**config.mk**
```make
export PLATFORM = sky130hd
export DESIGN_NAME = life_gen_sched
export DESIGN_NICKNAME = d
export VERILOG_FILES = /design/src/rtl/life_pkg.sv /design/src/rtl/life_gen_sched_rule.sv /design/src/rtl/life_gen_sched.sv
export SDC_FILE = /design/constraint.sdc
export NUM_CORES = 1
export LEC_CHECK = 0
export ABC_AREA = 1
export BUFFER_PORTS_ARGS = -buffer_cell sky130_fd_sc_hd__clkbuf_2
export CAP_MARGIN = 40
export CELL_PAD_IN_SITES_DETAIL_PLACEMENT = 0
export CELL_PAD_IN_SITES_GLOBAL_PLACEMENT = 2
export CORE_MARGIN = 4
export CORE_UTILIZATION = 30
export DETAILED_ROUTE_END_ITERATION = 12
export GPL_TIMING_DRIVEN = 0
export PLACE_DENSITY_LB_ADDON = 0.1
export RECOVER_POWER = 25
export SYNTH_ARGS = -nofsm -noshare
export SYNTH_HDL_FRONTEND = slang
export SYNTH_SLANG_ARGS = --single-unit
```
**constraint.sdc**
```tcl
create_clock -name clock -period 2.4 [get_ports clock]
set_input_delay 0 -clock clock [delete_from_list [all_inputs] [get_ports clock]]
set_output_delay 0 -clock clock [all_outputs]
set_load 0.02 [all_outputs]
```
**src/rtl/life_pkg.sv**
```systemverilog
// Shared types and constants for the Game of Life generation sequencer.
package life_pkg;

  typedef enum logic [2:0] {
    ST_IDLE  = 3'd0,
    ST_READ  = 3'd1,
    ST_ACC   = 3'd2,
    ST_WRITE = 3'd3,
    ST_SWAP  = 3'd4
  } life_state_t;

  localparam logic [2:0] ALIVE_COLOUR_DEF = 3'b111;
  localparam logic [2:0] DEAD_COLOUR_DEF  = 3'b000;

  // Neighbour index of the centre cell and of the last neighbour read.
  localparam logic [3:0] NB_SELF = 4'd4;
  localparam logic [3:0] NB_LAST = 4'd8;

  // Neighbour offset table, raster order (-1,-1)..(+1,+1).
  // Offsets are 2-bit two's complement: 2'b11 = -1, 2'b00 = 0, 2'b01 = +1.
  function automatic logic [1:0] nb_dx(input logic [3:0] k);
    case (k)
      4'd0, 4'd3, 4'd6: nb_dx = 2'b11;
      4'd2, 4'd5, 4'd8: nb_dx = 2'b01;
      default:          nb_dx = 2'b00;
    endcase
  endfunction

  function automatic logic [1:0] nb_dy(input logic [3:0] k);
    case (k)
      4'd0, 4'd1, 4'd2: nb_dy = 2'b11;
      4'd6, 4'd7, 4'd8: nb_dy = 2'b01;
      default:          nb_dy = 2'b00;
    endcase
  endfunction

endpackage

```
**src/rtl/life_gen_sched_rule.sv**
```systemverilog
// Conway life rule: a cell lives next generation with exactly 3 neighbours,
// or with 2 neighbours if it is already alive.
module life_rule (
  input  logic       self,
  input  logic [3:0] n,
  output logic       next
);

  // Pure combinational birth/survival decision.
  always_comb begin
    next = (n == 4'd3) | (self & (n == 4'd2));
  end

endmodule

```
**src/rtl/life_gen_sched.sv**
```systemverilog
// Sequences one life generation over a double-buffered cell memory:
// nine neighbour reads per cell, rule evaluation, write-back and plot.
module life_gen_sched
  import life_pkg::*;
#(
  parameter int unsigned GRID_W       = 8,
  parameter int unsigned GRID_H       = 8,
  parameter logic [2:0]  ALIVE_COLOUR = ALIVE_COLOUR_DEF,
  parameter logic [2:0]  DEAD_COLOUR  = DEAD_COLOUR_DEF,
  localparam int unsigned XW = $clog2(GRID_W),
  localparam int unsigned YW = $clog2(GRID_H)
) (
  input  logic          clock,
  input  logic          reset,
  input  logic          step,
  input  logic          run,
  output logic          busy,
  output logic          done,
  output logic          buf_sel,
  output logic          rd_en,
  output logic [XW-1:0] rd_x,
  output logic [YW-1:0] rd_y,
  input  logic          rd_data,
  output logic          wr_en,
  output logic [XW-1:0] wr_x,
  output logic [YW-1:0] wr_y,
  output logic          wr_data,
  output logic          plot_en,
  output logic [XW-1:0] plot_x,
  output logic [YW-1:0] plot_y,
  output logic [2:0]    plot_colour
);

  life_state_t   state_q, state_d;
  logic [XW-1:0] x_q, x_d;
  logic [YW-1:0] y_q, y_d;
  logic [3:0]    k_q, k_d;
  logic [3:0]    n_q, n_d;
  logic          self_q, self_d;
  logic          buf_sel_q, buf_sel_d;
  // Tracks the read issued last cycle so its data can be attributed to the right k.
  logic          rd_pend_q, rd_pend_d;
  logic [3:0]    rd_k_q, rd_k_d;

  logic          next_val;
  logic [1:0]    dx, dy;

  life_rule u_rule (
    .self (self_q),
    .n    (n_q),
    .next (next_val)
  );

  // Next-state, coordinate walk and read-data accumulation.
  always_comb begin
    state_d   = state_q;
    x_d       = x_q;
    y_d       = y_q;
    k_d       = k_q;
    n_d       = n_q;
    self_d    = self_q;
    buf_sel_d = buf_sel_q;
    rd_pend_d = (state_q == ST_READ);
    rd_k_d    = k_q;

    if (rd_pend_q) begin
      if (rd_k_q == NB_SELF) self_d = rd_data;
      else                   n_d    = n_q + {3'b000, rd_data};
    end

    case (state_q)
      ST_IDLE: begin
        if (step | run) begin
          state_d = ST_READ;
          x_d     = '0;
          y_d     = '0;
          k_d     = '0;
          n_d     = '0;
        end
      end
      ST_READ: begin
        if (k_q == NB_LAST) state_d = ST_ACC;
        else                k_d     = k_q + 4'd1;
      end
      ST_ACC: begin
        state_d = ST_WRITE;
      end
      ST_WRITE: begin
        n_d = '0;
        k_d = '0;
        x_d = x_q + 1'b1;
        if (x_q == '1) y_d = y_q + 1'b1;
        // Power-of-two grid: x/y roll back to 0 after the last cell.
        if ((x_q == '1) && (y_q == '1)) state_d = ST_SWAP;
        else                            state_d = ST_READ;
      end
      ST_SWAP: begin
        buf_sel_d = ~buf_sel_q;
        state_d   = run ? ST_READ : ST_IDLE;
      end
      default: state_d = ST_IDLE;
    endcase
  end

  // Outputs decoded from registered state; everything is zero when idle.
  always_comb begin
    dx          = nb_dx(k_q);
    dy          = nb_dy(k_q);
    busy        = (state_q != ST_IDLE);
    done        = (state_q == ST_SWAP);
    buf_sel     = buf_sel_q;
    rd_en       = 1'b0;
    rd_x        = '0;
    rd_y        = '0;
    wr_en       = 1'b0;
    wr_x        = '0;
    wr_y        = '0;
    wr_data     = 1'b0;
    plot_en     = 1'b0;
    plot_x      = '0;
    plot_y      = '0;
    plot_colour = '0;
    if (state_q == ST_READ) begin
      rd_en = 1'b1;
      rd_x  = x_q + {{(XW-1){dx[1]}}, dx[0]};
      rd_y  = y_q + {{(YW-1){dy[1]}}, dy[0]};
    end
    if (state_q == ST_WRITE) begin
      wr_en       = 1'b1;
      wr_x        = x_q;
      wr_y        = y_q;
      wr_data     = next_val;
      plot_en     = 1'b1;
      plot_x      = x_q;
      plot_y      = y_q;
      plot_colour = next_val ? ALIVE_COLOUR : DEAD_COLOUR;
    end
  end

  // State registers with asynchronous active-low reset.
  always_ff @(posedge clock or negedge reset) begin
    if (!reset) begin
      state_q   <= ST_IDLE;
      x_q       <= '0;
      y_q       <= '0;
      k_q       <= '0;
      n_q       <= '0;
      self_q    <= 1'b0;
      buf_sel_q <= 1'b0;
      rd_pend_q <= 1'b0;
      rd_k_q    <= '0;
    end else begin
      state_q   <= state_d;
      x_q       <= x_d;
      y_q       <= y_d;
      k_q       <= k_d;
      n_q       <= n_d;
      self_q    <= self_d;
      buf_sel_q <= buf_sel_d;
      rd_pend_q <= rd_pend_d;
      rd_k_q    <= rd_k_d;
    end
  end

endmodule

```
After elaboration in Yosys (flattened, before gate mapping)
Cells that the tools add are included.
{"block": "totals", "reg_bits": 24, "input_bits": 5, "word_cells": 81}
{"block": "classes", "n_addsub": 6, "n_eq_ne": 20, "mux": 27, "n_bitwise": 4, "reduce_logical": 15}
{"op": "$mux 3", "count": 11}
{"op": "$mux 4", "count": 5}
{"op": "$eq 4x2->1 const B", "count": 4}
{"op": "$eq 4x3->1 const B", "count": 4}
{"op": "$pmux 3 s5", "count": 1}
{"op": "$pmux 3 s2", "count": 2}
{"op": "$pmux 4 s3", "count": 1}
{"op": "$reduce_or 3->1", "count": 4}
{"op": "$eq 3x3->1 const B", "count": 3}
{"op": "$pmux 2 s2", "count": 2}
{"op": "$pmux 4 s2", "count": 1}
{"op": "$add 3x1->3 const B", "count": 2}
{"op": "$add 3x3->3", "count": 2}
{"op": "$eq 3x2->1 const B", "count": 2}
{"op": "$ne 2x2->1 const B", "count": 3}
{"op": "$reduce_and 2->1", "count": 3}
{"op": "$reduce_and 3->1", "count": 2}
{"op": "$reduce_bool 3->1", "count": 2}
{"op": "$add 4x1->4", "count": 1}
{"op": "$add 4x1->4 const B", "count": 1}
{"op": "$eq 4x1->1 const B", "count": 1}
{"op": "$eq 4x4->1 const B", "count": 1}
{"op": "$logic_not 4->1", "count": 1}
{"op": "$mux 1", "count": 4}
{"op": "other kinds (8)", "count": 9}

Depth between registers and ports, before layout
Gate-level depths: netlist of the first run.
{"block": "depth", "ltp_word": 5, "depth_mapped": 12}

By module
A second synthesis of the first run with hierarchy kept.
{"block": "hier_totals", "hier_cells": 209, "hier_area_um2": 1586.5}
{"mod": "life_gen_sched", "instances": 1, "cells_each": 204, "area_each_um2": 1566.5, "seq_area_each_um2": 600.6}
{"mod": "life_rule", "instances": 1, "cells_each": 5, "area_each_um2": 20.0, "seq_area_each_um2": 0.0}

Worst setup path after synthesis of the first run
Ideal clock, no wire load.
{"block": "synth_timing", "path_type": "reg-to-output", "from": "register k_q[0]", "to": "output rd_x[2]", "arrival_ns": 2.251, "t_required_ns": 2.400, "path_slack_ns": 0.149, "path_stages_with_launch": 13, "path_buffers": 0, "path_cell_list": "dfrtp_1 > inv_1 > ha_1 > o21ai_0 > nand2_1 > nor2_1 > nand3_1 > ha_1 > fa_1 > xor2_1 > nand2_1 > nand2_1 > nor2_1"}
{"block": "synth_between", "elab_chain_cells": 5, "word_cells_on_any_way": 11, "classes_between": "add/sub (1); eq/ne (5); mux (2); reduce/logical (3)"}
{"item": "start, declared", "line": "life_gen_sched.sv:37", "text": "logic [3:0] k_q, k_d;"}
{"item": "start signal, assigned", "line": "life_gen_sched.sv:156", "text": "k_q <= k_d;"}
{"item": "$eq 4x4->1 (tied with other cells)", "line": "life_pkg.sv:22", "text": "case (k)"}
{"item": "$reduce_or 3->1", "line": "life_pkg.sv:22"}
{"item": "$pmux 2 s2 *", "line": "life_pkg.sv:22"}
{"item": "$add 3x3->3 *", "line": "life_gen_sched.sv:125", "text": "rd_x = x_q + {{(XW-1){dx[1]}}, dx[0]};"}
{"item": "$mux 3 *", "line": "life_gen_sched.sv:123", "text": "if (state_q == ST_READ) begin"}
{"item": "end, declared", "line": "life_gen_sched.sv:21", "text": "output logic [XW-1:0] rd_x,"}
Every way passes the cells marked *; elsewhere a longest branch is shown, timed or not.

Worst setup path after layout of the first run
{"block": "layout_timing", "from": "register k_q[1]", "to": "output rd_x[2]"}
The elaborated chain is that of the path after synthesis.

==> results by group, run 1 <==
Power
  – Proportion of total power due to net switching: 45.87%
  – Total internal power: 1.280 mW
  – Part of the power in combinational logic: 58.6%
  – Pwr/cell area: 1141 nW/um^2
  – Sequential Power Share: 26.0%
  – Max VDD drop: 0.5756 mV
  – Power share of the clock group: 15.4%
  – Leakage component of the power: 1.085 nW
  – Net switching power: 1.085 mW

Floorplanning
  – Total die area: 6391 um^2
  – I/O pin count: 33
  – X dimension of the die: 79.95 um
  – Effective utilization at floorplan: 31.82%
  – DIE HEIGHT: 79.95 um
  – Core area: 4880 um^2
  – Number of standard-cell rows in the floorplan: 25

Place
  – Post-detailed-placement half-perimeter wirelength: 2717 um
  – Count of port buffers added during placement: 32
  – Number of cells after detailed placement: 304
  – Final GP Congestion: 0.8168

Setup path
  – Worst reg-to-reg setup slack: 0.14 ns
  – Crit start category: flop
  – Crit Reg-Reg Endpoint: k_q[3]
  – Critical register-to-register path startpoint: k_q[1]
  – CP arrival: 2.46 ns
  – Path depth of the worst reg2reg path: 16
  – Endpoint class of the critical path: primary output
  – Type of the setup path with the least slack: flop to primary output
  – Req. time, crit path: 2.40 ns
  – Maximum fanout along the worst path: 5

Layout
  – Footprint of the multi-input gates: 814.5 um^2
  – Filler Cell Count: 531
  – Area taken by flip-flops and latches: 603.1 um^2
  – Proportion of layout cells with a drive suffix above 1: 32.55%
  – Area growth from synthesis to final layout: 33.44%
  – Number of nets in the finished design: 275
  – Final antenna diode count: 0
  – Count of non-filler cells in the finished layout: 322

Routing
  – Post-Route M1 WL: 1858 um
  – Drt total wl: 3712 um
  – Met3 WL post-DR: 133 um
  – Remaining antenna violation count: 0
  – DRC violations left: 0
  – Detailed Routing Iterations Pass 1: 4
  – Vias after detailed routing: 1398
  – Post-DR wirelength/cell: 11.53 um
  – Vias per cell: 4.342
  – Number of DRC violations after detailed-routing iteration 0: 32
  – Length of routed met2 wiring: 1676 um
  – Top routing layer used: met4

Synthesis
  – Post-synth top area share: 38.68%
  – Sequential-to-total area share from yosys stat: 38.68%
  – Biggest area consumer among synthesized cells: dfrtp_1
  – Library cells used by synthesis: 21
  – Post-synthesis cell area: 1553 um^2
  – Post-Synthesis Net Count: 224
  – Post-synthesis cell count: 205
  – Leading cell types by total area after synthesis: dfrtp_1 39%, nand2_1 11%, ha_1 9.7%, nor2_1 8.2%, inv_1 6.8%
  – Average size of a mapped cell: 7.574 um^2
  – Flip-flop and latch count after synthesis: 24
  – Warnings, synthesis: 0

Worst hold path
  – Source of the worst hold timing path: run
  – Cell count of the worst hold path: 5
  – Classification of the worst-slack hold path: primary input to flop
  – Destination of the worst hold path: state_q[0]

Timing
  – Final number of setup-violating endpoints: 1
  – Final total negative setup slack: -0.05516 ns
  – Transition time of the tightest slew-check pin: 0.6171 ns
  – Headroom to the max-slew limit: 58.86%
  – Final hold violation count: 0
  – Final Skew: 0.002599 ns
  – Final setup margin: -0.05516 ns
  – Fin crit period: 2.455 ns
  – Unrepaired setup endpoints after global routing: true
  – Peak clock frequency supported by timing: 407.3 MHz
  – Period utilisation layout: 102.3%
  – Slew Limit Fails: 0

Global route
  – Initial antenna violation count: 0
  – Via count of the first global-routing pass: 1376
  – Wire length of the first global-routing pass: 6458 um
  – Total track usage: 12.79%
  – Largest net degree at the start of global routing: 25
  – GR Overflow Total: 0

Clock network
  – TritonCTS clock tree: built
  – Clock-pin slew reported for the worst setup and hold paths after clock tree synthesis: 0.09 ns
  – Sink Count: 24
  – Worst-case clock buffer depth: 2
  – Latest clock arrival within the worst-skew pair: 0.27 ns
  – CTS H-tree lvls: 1
  – Clock root cell: clkbuf_8
  – Number of buffers created by CTS: 3

Status
  – Outcome: finished with violations
  – Violated checks: negative setup slack

Run
  – Max-cap viol count: 0
routing by layer:
layer / up-vias / global-route usage (%)
met5: - / 0
met4: 0 / 3.547
met3: 5 / 2.144
met2: 27 / 20.53
met1: 633 / 17.66
li1: 733 / -
layout make-up:
type | count | area share [%]
Inverter | 30 | 5.676
Sequential cell | 24 | 29.11
Timing Repair Buffer | 46 | 14.01
Tap cell | 67 | 4.046
Buffer | 13 | 4.408
Multi-Input combinational cell | 138 | 39.31
Clock buffer | 3 | 1.993
Clock inverter | 1 | 1.449
state kept, by name, indices dropped and copies added (netlist names):
name / cells
rd_pend_q: 1
self_q: 1
state_q: 3
y_q: 3
k_q: 4
n_q: 4
rd_k_q: 4
x_q: 3
buf_sel: 1
synthesized netlist by cell type:
library cell	number
nand4_1	5
nor3_1	3
buf_4	11
nand3_1	16
nand3_2	1
clkinv_4	1
ha_1	12
buf_2	1
o21a_1	1
inv_1	28
o211ai_1	1
inv_2	1
xnor2_1	2
clkbuf_1	1
fa_1	2
o21ai_0	9
nor2_1	34
nand2_1	45
a21oi_1	5
xor2_1	2
dfrtp_1	24
kinds of logic (layout without fill, tap and decap cells):
family	count (synthesis)	count (layout)	share of synthesized area, %
and+or+nand+nor	104	104	27.88
xor gates and xnor gates	4	4	2.257
buffers and inverters	43	93	13.46
DFF	24	24	38.68
AOI/OAI and AO/OA	16	16	5.479
adders and majority gates	14	14	12.25
critical path, stage by stage, from the launching register on:
cell	delay [ns]
dfrtp_2	0.45
inv_2	0.07
ha_4	0.17
o21ai_2	0.11
nand2_1	0.08
nor2_1	0.11
nand3_1	0.10
ha_2	0.19
fa_2	0.37
xor2_2	0.16
nand2_1	0.06
nand2_1	0.05
nor2_2	0.11
clkbuf_8	0.16
power groups by stage:
stage          registers, mW  clock network, mW  logic, mW
6_report               0.614              0.364       1.39
5_1_grt                0.636              0.398       1.58
4_1_cts                0.606              0.383       1.33
3_5_place_dp           0.618                  0       1.18
3_3_place_gp           0.616                  0       1.19
2_1_floorplan          0.591                  0      0.852
placed cells by master (no fill, tap or decap), types with 2 or more instances in the layout:
| cell | netlist | routed |
|---|---|---|
| dfrtp_2 | 0 | 2 |
| nor2_1 | 34 | 31 |
| buf_4 | 11 | 25 |
| nor3_1 | 3 | 3 |
| inv_1 | 28 | 25 |
| ha_1 | 12 | 7 |
| dfrtp_1 | 24 | 22 |
| fa_2 | 0 | 2 |
| dlygate4sd3_1 | 0 | 2 |
| nand3_2 | 1 | 2 |
| nand4_1 | 5 | 5 |
| nor2_2 | 0 | 3 |
| ha_2 | 0 | 3 |
| nand3_1 | 16 | 15 |
| clkbuf_8 | 0 | 4 |
| ha_4 | 0 | 2 |
| nand2_1 | 45 | 44 |
| clkbuf_2 | 0 | 28 |
| a21oi_1 | 5 | 5 |
| inv_2 | 1 | 4 |
| o21ai_0 | 9 | 8 |
per-stage QoR:
stage / power [mW] / instance area (um^2) / util, % / worst slack [ns] / hold slack, ns
after global placement: 1.804 / 1797 / 36.82 / -0.06260 / 0.06109
after global routing: 2.614 / 2072 / 42.46 / -0.2239 / 0.1099
after detailed placement: 1.796 / 1797 / 36.82 / -0.06314 / 0.05448
after CTS: 2.318 / 2024 / 41.49 / -0.04261 / 0.06611
final: 2.365 / 2072 / 42.46 / -0.05516 / 0.06547
after floorplan: 1.443 / 1553 / - / 0.1489 / -0.2956
timing repair:
item / in CTS / in global routing
buffers inserted: 12 / 0
hold endpoints to repair: 25 / 0
setup endpoints to repair: 4 / 7
hold buffers: 2 / 0
pin swaps: 5 / 10
gates resized for setup: 18 / 14
how the worst max path moves through the flow:
stage           start       to  depth (start not counted)
6_report       k_q[1]  rd_x[2]                         13
5_1_grt        k_q[1]  rd_x[2]                         13
4_1_cts        k_q[1]  rd_x[2]                         12
3_5_place_dp   k_q[0]  rd_x[2]                         13
3_3_place_gp   k_q[0]  rd_x[2]                         13
2_1_floorplan  k_q[0]  rd_x[2]                         12
(Power assumes the default switching activity.)
==> run 2: changes to the inputs <==
--- a/config.mk
+++ b/config.mk
@@ -13,4 +13,5 @@
 export CORE_MARGIN = 4
 export CORE_UTILIZATION = 30
+export CTS_CLUSTER_DIAMETER = 50
 export DETAILED_ROUTE_END_ITERATION = 12
 export GPL_TIMING_DRIVEN = 0
==> constraint.sdc (replaced) <==
create_clock -name clock -period 2.4 [get_ports clock]
set_input_delay 0 -clock clock [delete_from_list [all_inputs] [get_ports clock]]
set_output_delay 0 -clock clock [all_outputs]
set_load 0.1 [all_outputs]
==> run 2 against run 1 <==
  * Cell area rose by 3.6%
  * Sequential share of layout area decreased by 1.0 points
  * Die area did not move
  * The flow still finishes with violations (negative setup slack)
  * Critical path depth did not move
  * Largest cell class unchanged
  * Global-route usage shrank 0.56 points
==> results by group, run 2 (synthesis gave the netlist of run 1 again) <==
Timing
  – Period utilisation layout: 105.6% (+3.3 points)
  – Fin crit period: 2.534 ns (+0.07916 ns)
  – Unrepaired setup endpoints after global routing: true
  – Peak clock frequency supported by timing: 394.6 MHz (-3.1%)
  – Final number of setup-violating endpoints: 3 (+2)
  – Final setup margin: -0.1343 ns (-0.07916 ns)
  – Slew Limit Fails: 0 (unchanged)
  – Transition time of the tightest slew-check pin: 0.6146 ns (-0.002537 ns)
  – Headroom to the max-slew limit: 59.03% (+0.17 points)
  – Final Skew: 0.001333 ns (-0.001266 ns)
  – Final hold violation count: 0 (unchanged)
  – Min Hold Slack: 0.07527 ns (+0.009799 ns)

Floorplanning
  – DIE HEIGHT: 79.95 um (unchanged)
  – Number of standard-cell rows in the floorplan: 25 (unchanged)
  – Effective utilization at floorplan: 31.82% (unchanged)
  – Total die area: 6391 um^2 (unchanged)
  – I/O pin count: 33 (unchanged)
  – Core area: 4880 um^2 (unchanged)
  – X dimension of the die: 79.95 um (unchanged)

Status
  – Outcome: finished with violations
  – Violated checks: negative setup slack

Place
  – Number of cells after detailed placement: 304 (unchanged)
  – Count of port buffers added during placement: 32 (unchanged)
  – Final GP Congestion: 0.7597 (-7.0%)
  – Post-detailed-placement half-perimeter wirelength: 2692 um (-0.95%)

Setup path
  – Worst path max stage delay: 0.46 ns (about the same)
  – Total stage count of the critical path: 13 (unchanged)
  – Req. time, crit path: 2.40 ns (about the same)
  – CP arrival: 2.53 ns (+0.07 ns)
  – Number of buffer and inverter instances along the worst setup path: 3 (+1)
  – Path depth of the worst reg2reg path: 7 (-9)
  – Worst reg-to-reg setup slack: 0.82 ns (+0.68 ns)
  – Cell family with most CP delay: adder cells
  – Type of the setup path with the least slack: flop to primary output
  – Crit start category: flop
  – Maximum fanout along the worst path: 4 (-1)
  – Endpoint class of the critical path: primary output
  – Crit Reg-Reg Endpoint: k_q[1]
  – Critical register-to-register path startpoint: state_q[2]
  – Standard cell with the maximum stage delay on the critical path: dfrtp_2
  – Critical path cell sequence: buf_4, ha_1, inv_1, nand2_1, nand2_2, nand4_1, ha_2, fa_2, xnor2_2, nand2_1, nand2_2, nor2_4, clkbuf_16

Layout
  – Registers with the most flip-flops: k_q x4, n_q x4, rd_k_q x4
  – Commonest cells after routing, fill and taps aside: 41 x nand2_1, 26 x nor2_1, 26 x clkbuf_2, 25 x inv_1, 22 x dfrtp_1
  – Area growth from synthesis to final layout: 38.20%
  – Footprint of the multi-input gates: 870.8 um^2 (+6.9%)
  – Proportion of layout cells with a drive suffix above 1: 34.94% (+2.4 points)
  – Count of non-filler cells in the finished layout: 316 (-1.9%)
  – Area taken by flip-flops and latches: 603.1 um^2 (unchanged)
  – Leading cell type in the layout, fill and taps excluded: nand2_1
  – Filler Cell Count: 527 (-0.75%)
  – Final antenna diode count: 0 (unchanged)
  – Number of nets in the finished design: 269 (-2.2%)

Global route
  – Layer with the highest usage after global routing: met2
  – Global-route met1 utilization: 16.83% (-0.83 points)
  – Largest net degree at the start of global routing: 25 (unchanged)
  – Via count of the first global-routing pass: 1280 (-7.0%)
  – GR Overflow Total: 0 (unchanged)
  – Global routing usage on met3: 1.919% (-0.23 points)
  – Global-route met2 utilization: 19.70% (-0.83 points)
  – Initial antenna violation count: 0 (unchanged)
  – Total track usage: 12.23% (-0.56 points)
  – Wire length of the first global-routing pass: 6113 um (-5.3%)

Clock network
  – Number of buffers created by CTS: 3 (unchanged)
  – Worst-case clock buffer depth: 2 (unchanged)
  – Sink Count: 24 (unchanged)
  – Latest clock arrival within the worst-skew pair: 0.26 ns (about the same)
  – Clock-pin slew reported for the worst setup and hold paths after clock tree synthesis: 0.09 ns (about the same)
  – CTS H-tree lvls: 1 (unchanged)
  – TritonCTS clock tree: built
  – Clock root cell: clkbuf_8

Routing
  – DRC violations left: 0 (unchanged)
  – Drt total wl: 3555 um (-4.2%)
  – Number of DRC violations after detailed-routing iteration 0: 40 (+25%)
  – Vias after detailed routing: 1345 (-3.8%)
  – Vias per cell: 4.256 (-2.0%)
  – Remaining antenna violation count: 0 (unchanged)
  – Detailed Routing Iterations Pass 1: 4 (unchanged)
  – Post-DR wirelength/cell: 11.25 um (-2.4%)

Worst hold path
  – Classification of the worst-slack hold path: primary input to flop
  – Source of the worst hold timing path: run
  – Destination of the worst hold path: state_q[0]
  – Cell count of the worst hold path: 5 (unchanged)

Run
  – Max-cap viol count: 0 (unchanged)
==> run 2: changes by cell type in the layout (fill, tap and decap cells not counted), moves of 2 or more <==
| cell | before | now |
|---|---|---|
| nor2_1 | 31 | 26 |
| clkbuf_16 | 0 | 4 |
| nor3_1 | 3 | 1 |
| nor2_4 | 0 | 4 |
| nand2_1 | 44 | 41 |
| clkbuf_2 | 28 | 26 |
| buf_4 | 25 | 17 |
| nand2_2 | 1 | 4 |
==> run 2: worst max-delay path by stage <==
stage,start,to,slack [ns]
finish,k_q[0],rd_y[2],-0.13
global route,k_q[1],rd_x[2],-0.28
CTS,k_q[0],rd_y[2],-0.13
detailed placement,k_q[1],rd_x[2],-0.23
global placement,k_q[1],rd_x[2],-0.24
floorplan,state_q[2],wr_y[2],-0.20
==> run 2: worst reg2reg max path: stages, from the launching register on <==
cell     delay [ns]
dfrtp_1        0.42
inv_1          0.19
nand3_2        0.34
inv_2          0.24
nand2_1        0.07
nand3_1        0.14
nand2_1        0.07
nand2_1        0.06
==> run 2: area by class of cell <==
class                           count  area share [%]
Buffer                             13           4.373
Clock buffer                        3           1.924
Clock inverter                      1           1.399
Inverter                           30           5.481
Multi-Input combinational cell    138           40.58
Sequential cell                    24           28.10
Tap cell                           67           3.907
Timing Repair Buffer               40           14.23
==> run 2: timing repair <==
action                                  4_1_cts  5_1_grt
hold buffers                                  2        0
gates resized for setup                      25        7
endpoints found under the setup margin        4        6
hold endpoints to repair                     25        0
gates cloned                                  0        0
pin swaps                                     5        9
setup buffers                                 5        1
==> run 2: metrics by stage <==
| step | TNS [ns] | setup slack [ns] | instance area (um^2) | utilization (%) |
|---|---|---|---|---|
| floorplan | -1.182 | -0.1958 | 1619 | - |
| global placement | -0.5318 | -0.2387 | 1863 | 38.18 |
| detailed placement | -0.5526 | -0.2295 | 1863 | 38.18 |
| CTS | -0.3412 | -0.1286 | 2121 | 43.46 |
| global route | -0.8587 | -0.2759 | 2146 | 43.97 |
| finish | -0.2903 | -0.1343 | 2146 | 43.97 |
==> run 2: metal layers <==
layer,wire [um],part of all wire [%],vias up
li1,-,-,721
met1,1779,50,596
met2,1611,45,26
met3,140,3.9,2
met4,24,0.68,0
met5,0,0,-
Power of run 2 is not shown: default switching activity piles up to over one toggle a cycle in this logic, so the estimate is an artifact.
==> run 3: changes to the inputs <==
Settings changed: SYNTH_HIERARCHICAL from default to 1.
==> run 3 against run 2 <==
  * The run still ends with negative setup slack left
  * Critical path depth shrank 1
  * Clock-buffer cell count is the same
  * First-iteration DRC count shrank 10%
  * Synthesized area is 2.2% higher
  * Via count up 4.2%
  * Worst hold slack lost 0.0060 ns
  * Critical path type unchanged
  * Highest routed layer unchanged
==> results by group, run 3 <==
Floorplanning
  – Core area: 5107 um^2 (+4.7%)
  – DIE HEIGHT: 80.72 um (+0.97%)
  – Total die area: 6516 um^2 (+1.9%)
  – X dimension of the die: 80.72 um (+0.97%)
  – I/O pin count: 33 (unchanged)
  – Number of standard-cell rows in the floorplan: 26 (+4.0%)
  – Effective utilization at floorplan: 31.06% (-0.76 points)

Timing
  – Period utilisation layout: 106.3% (+0.73 points)
  – Min Hold Slack: 0.06928 ns (-0.005988 ns)
  – Unrepaired setup endpoints after global routing: true
  – Fin crit period: 2.552 ns (+0.01756 ns)
  – Final number of setup-violating endpoints: 4 (+1)
  – Slew Limit Fails: 0 (unchanged)
  – Final hold violation count: 0 (unchanged)
  – Final Skew: 0.003511 ns (+0.002178 ns)
  – Transition time of the tightest slew-check pin: 1.395 ns (+0.7803 ns)
  – Final setup margin: -0.1519 ns (-0.01756 ns)
  – Headroom to the max-slew limit: 7.003% (-52 points)
  – Peak clock frequency supported by timing: 391.9 MHz (-0.69%)

Synthesis
  – Flip-flop and latch count after synthesis: 24 (unchanged)
  – Average size of a mapped cell: 7.591 um^2 (+0.22%)
  – Most used standard cell by instance count after synthesis: nand2_1
  – Leading cell types by total area after synthesis: dfrtp_1 38%, nand2_1 11%, ha_1 9.5%, nor2_1 8.0%, inv_1 7.3%
  – Post-synth EDFFs: 0 (unchanged)
  – Sequential-to-total area share from yosys stat: 37.85% (-0.82 points)
  – Main flop type after synthesis: dfrtp_1
  – Post-synthesis adder-cell area fraction: 11.99% (-0.26 points)
  – Post-synthesis mux area share: 0% (unchanged)
  – XOR/XNOR Fraction of Synth Area: 2.208% (-0.048 points)
  – Synth Area in Simple Gates: 30.84% (+3.0 points)
  – Compound-gate portion of the synthesized area: 3.628% (-1.9 points)
  – Warnings, synthesis: 6 (+6)
  – Post-Synthesis Net Count: 228 (+1.8%)
  – Post-synthesis cell area: 1587 um^2 (+2.2%)
  – Library cells used by synthesis: 25 (+19%)
  – Async S/R FF share, synth: 100.0% (unchanged)
  – Most frequent cells after synthesis: 45 x nand2_1, 34 x nor2_1, 31 x inv_1
  – Dominant combinational cell family by area after synthesis: simple AND/OR/NAND/NOR gates
  – Biggest area consumer among synthesized cells: dfrtp_1
  – Post-synth top area share: 37.85% (-0.82 points)
  – Post-synthesis cell count: 209 (+2.0%)

Routing
  – Number of DRC violations after detailed-routing iteration 0: 36 (-10%)
  – DRC violations left: 0 (unchanged)
  – Post-DR wirelength/cell: 11.42 um (+1.5%)
  – Drt total wl: 3688 um (+3.7%)
  – Vias after detailed routing: 1402 (+4.2%)
  – Vias per cell: 4.341 (+2.0%)
  – Remaining antenna violation count: 0 (unchanged)
  – Detailed Routing Iterations Pass 1: 4 (unchanged)

Global route
  – Total track usage: 12.54% (+0.31 points)
  – Initial antenna violation count: 0 (unchanged)
  – GR Overflow Total: 0 (unchanged)
  – Via count of the first global-routing pass: 1353 (+5.7%)
  – Wire length of the first global-routing pass: 6430 um (+5.2%)
  – Largest net degree at the start of global routing: 25 (unchanged)

Layout
  – Commonest cells after routing, fill and taps aside: 43 x nand2_1, 28 x inv_1, 23 x clkbuf_2, 22 x nor2_1, 22 x dfrtp_1
  – Area growth from synthesis to final layout: 47.16%
  – Proportion of layout cells with a drive suffix above 1: 37.94% (+3.0 points)
  – Registers with the most flip-flops: k_q x4, n_q x4, rd_k_q x4
  – Leading cell type in the layout, fill and taps excluded: nand2_1
  – Final antenna diode count: 0 (unchanged)
  – Filler Cell Count: 529 (+0.38%)
  – Utilization after layout: 45.71% (+1.7 points)
  – Number of nets in the finished design: 273 (+1.5%)

Clock network
  – CTS H-tree lvls: 1 (unchanged)
  – Worst-case clock buffer depth: 2 (unchanged)
  – Number of buffers created by CTS: 3 (unchanged)
  – Sink Count: 24 (unchanged)
  – Clock-pin slew reported for the worst setup and hold paths after clock tree synthesis: 0.10 ns (about the same)
  – Latest clock arrival within the worst-skew pair: 0.27 ns (about the same)
  – TritonCTS clock tree: built
  – Clock root cell: clkbuf_8

Run
  – Max-cap viol count: 0 (unchanged)

Setup path
  – Req. time, crit path: 2.40 ns (about the same)
  – Type of the setup path with the least slack: flop to primary output
  – Crit start category: flop
  – Critical register-to-register path startpoint: state_q[2]
  – Endpoint class of the critical path: primary output
  – Maximum fanout along the worst path: 4 (unchanged)
  – Start point of the critical path: k_q[0]
  – CP arrival: 2.55 ns (+0.02 ns)

Worst hold path
  – Source of the worst hold timing path: run
  – Classification of the worst-slack hold path: primary input to flop

Place
  – Final GP Congestion: 0.7187 (-5.4%)
  – Post-detailed-placement half-perimeter wirelength: 2807 um (+4.3%)
  – Count of port buffers added during placement: 32 (unchanged)

Status
  – Violated checks: negative setup slack
  – Outcome: finished with violations
## run 3: cell count changes after synthesis, sizes merged, moves of 2 or more
cell	delta
nand2	+2
nand3	+2
inv	+6
a21oi	-3
## run 3: metrics by stage
step	setup slack (ns)	std cells	cell area, um^2	TNS, ns
after floorplan	-0.2805	209	1785	-2.236
after global placement	-0.2756	311	2033	-0.7515
final	-0.1519	323	2335	-0.2482
after global routing	-0.2675	323	2335	-0.7058
after detailed placement	-0.2995	311	2033	-0.7755
after CTS	-0.1565	322	2313	-0.3617
## run 3: worst paths after layout
| path | endpoint | slack [ns] | depth (start not counted) |
|---|---|---|---|
| worst max-delay path | rd_x[2] | -0.15 | 12 |
| worst min-delay path | state_q[0] | 0.07 | 5 |
| worst max register to register | state_q[0] | 0.88 | 6 |
| worst min register to register | rd_k_q[2] | 0.39 | 0 |
| max in group asynchronous | k_q[1] | 0.92 | 2 |
| min in group asynchronous | k_q[0] | 0.57 | 2 |
## run 3: area by class of cell
class                   instances  area (um^2)  area share (%)
multi-input cells             139        952.2           40.78
flip-flops and latches         24        603.1           25.83
repair buffers                 40        306.5           13.13
plain buffers                  11        177.7           7.610
inverters                      35        136.4           5.841
well taps                      70        87.58           3.751
clock buffers                   3        41.29           1.768
clock inverters                 1        30.03           1.286
## run 3: kinds of logic (layout without fill, tap and decap cells)
group / after synthesis / count (layout)
simple gates: 110 / 110
xor+xnor: 4 / 4
flops: 24 / 24
buf+inv: 46 / 90
compound gates: 11 / 11
fa+ha+maj: 14 / 14
## run 3: critical path: stages (launching register included)
cell	delay, ns
dfrtp_2	0.46
inv_4	0.07
ha_4	0.18
o21ai_2	0.12
nand2_2	0.06
nor2_1	0.08
nand3_1	0.12
ha_2	0.20
fa_2	0.35
xor2_2	0.17
and2_4	0.17
nor2_4	0.09
clkbuf_16	0.20
## run 3: repair_timing
item                                    CTS  global route
buffers inserted                          5             1
hold buffers                              2             0
endpoints found under the hold margin    25             0
endpoints found under the setup margin    6             9
resized for setup                        29             8
pin swaps                                 4             2
## run 3: routing by layer
layer  part of all wire [%]  routed length [um]  track usage, %
met5                      0                   0               0
met4                   0.68                  25           3.041
met3                    3.7                 136           2.018
met2                     48                1752           20.03
met1                     48                1772           17.65
Power of run 3 is left out for the same reason.
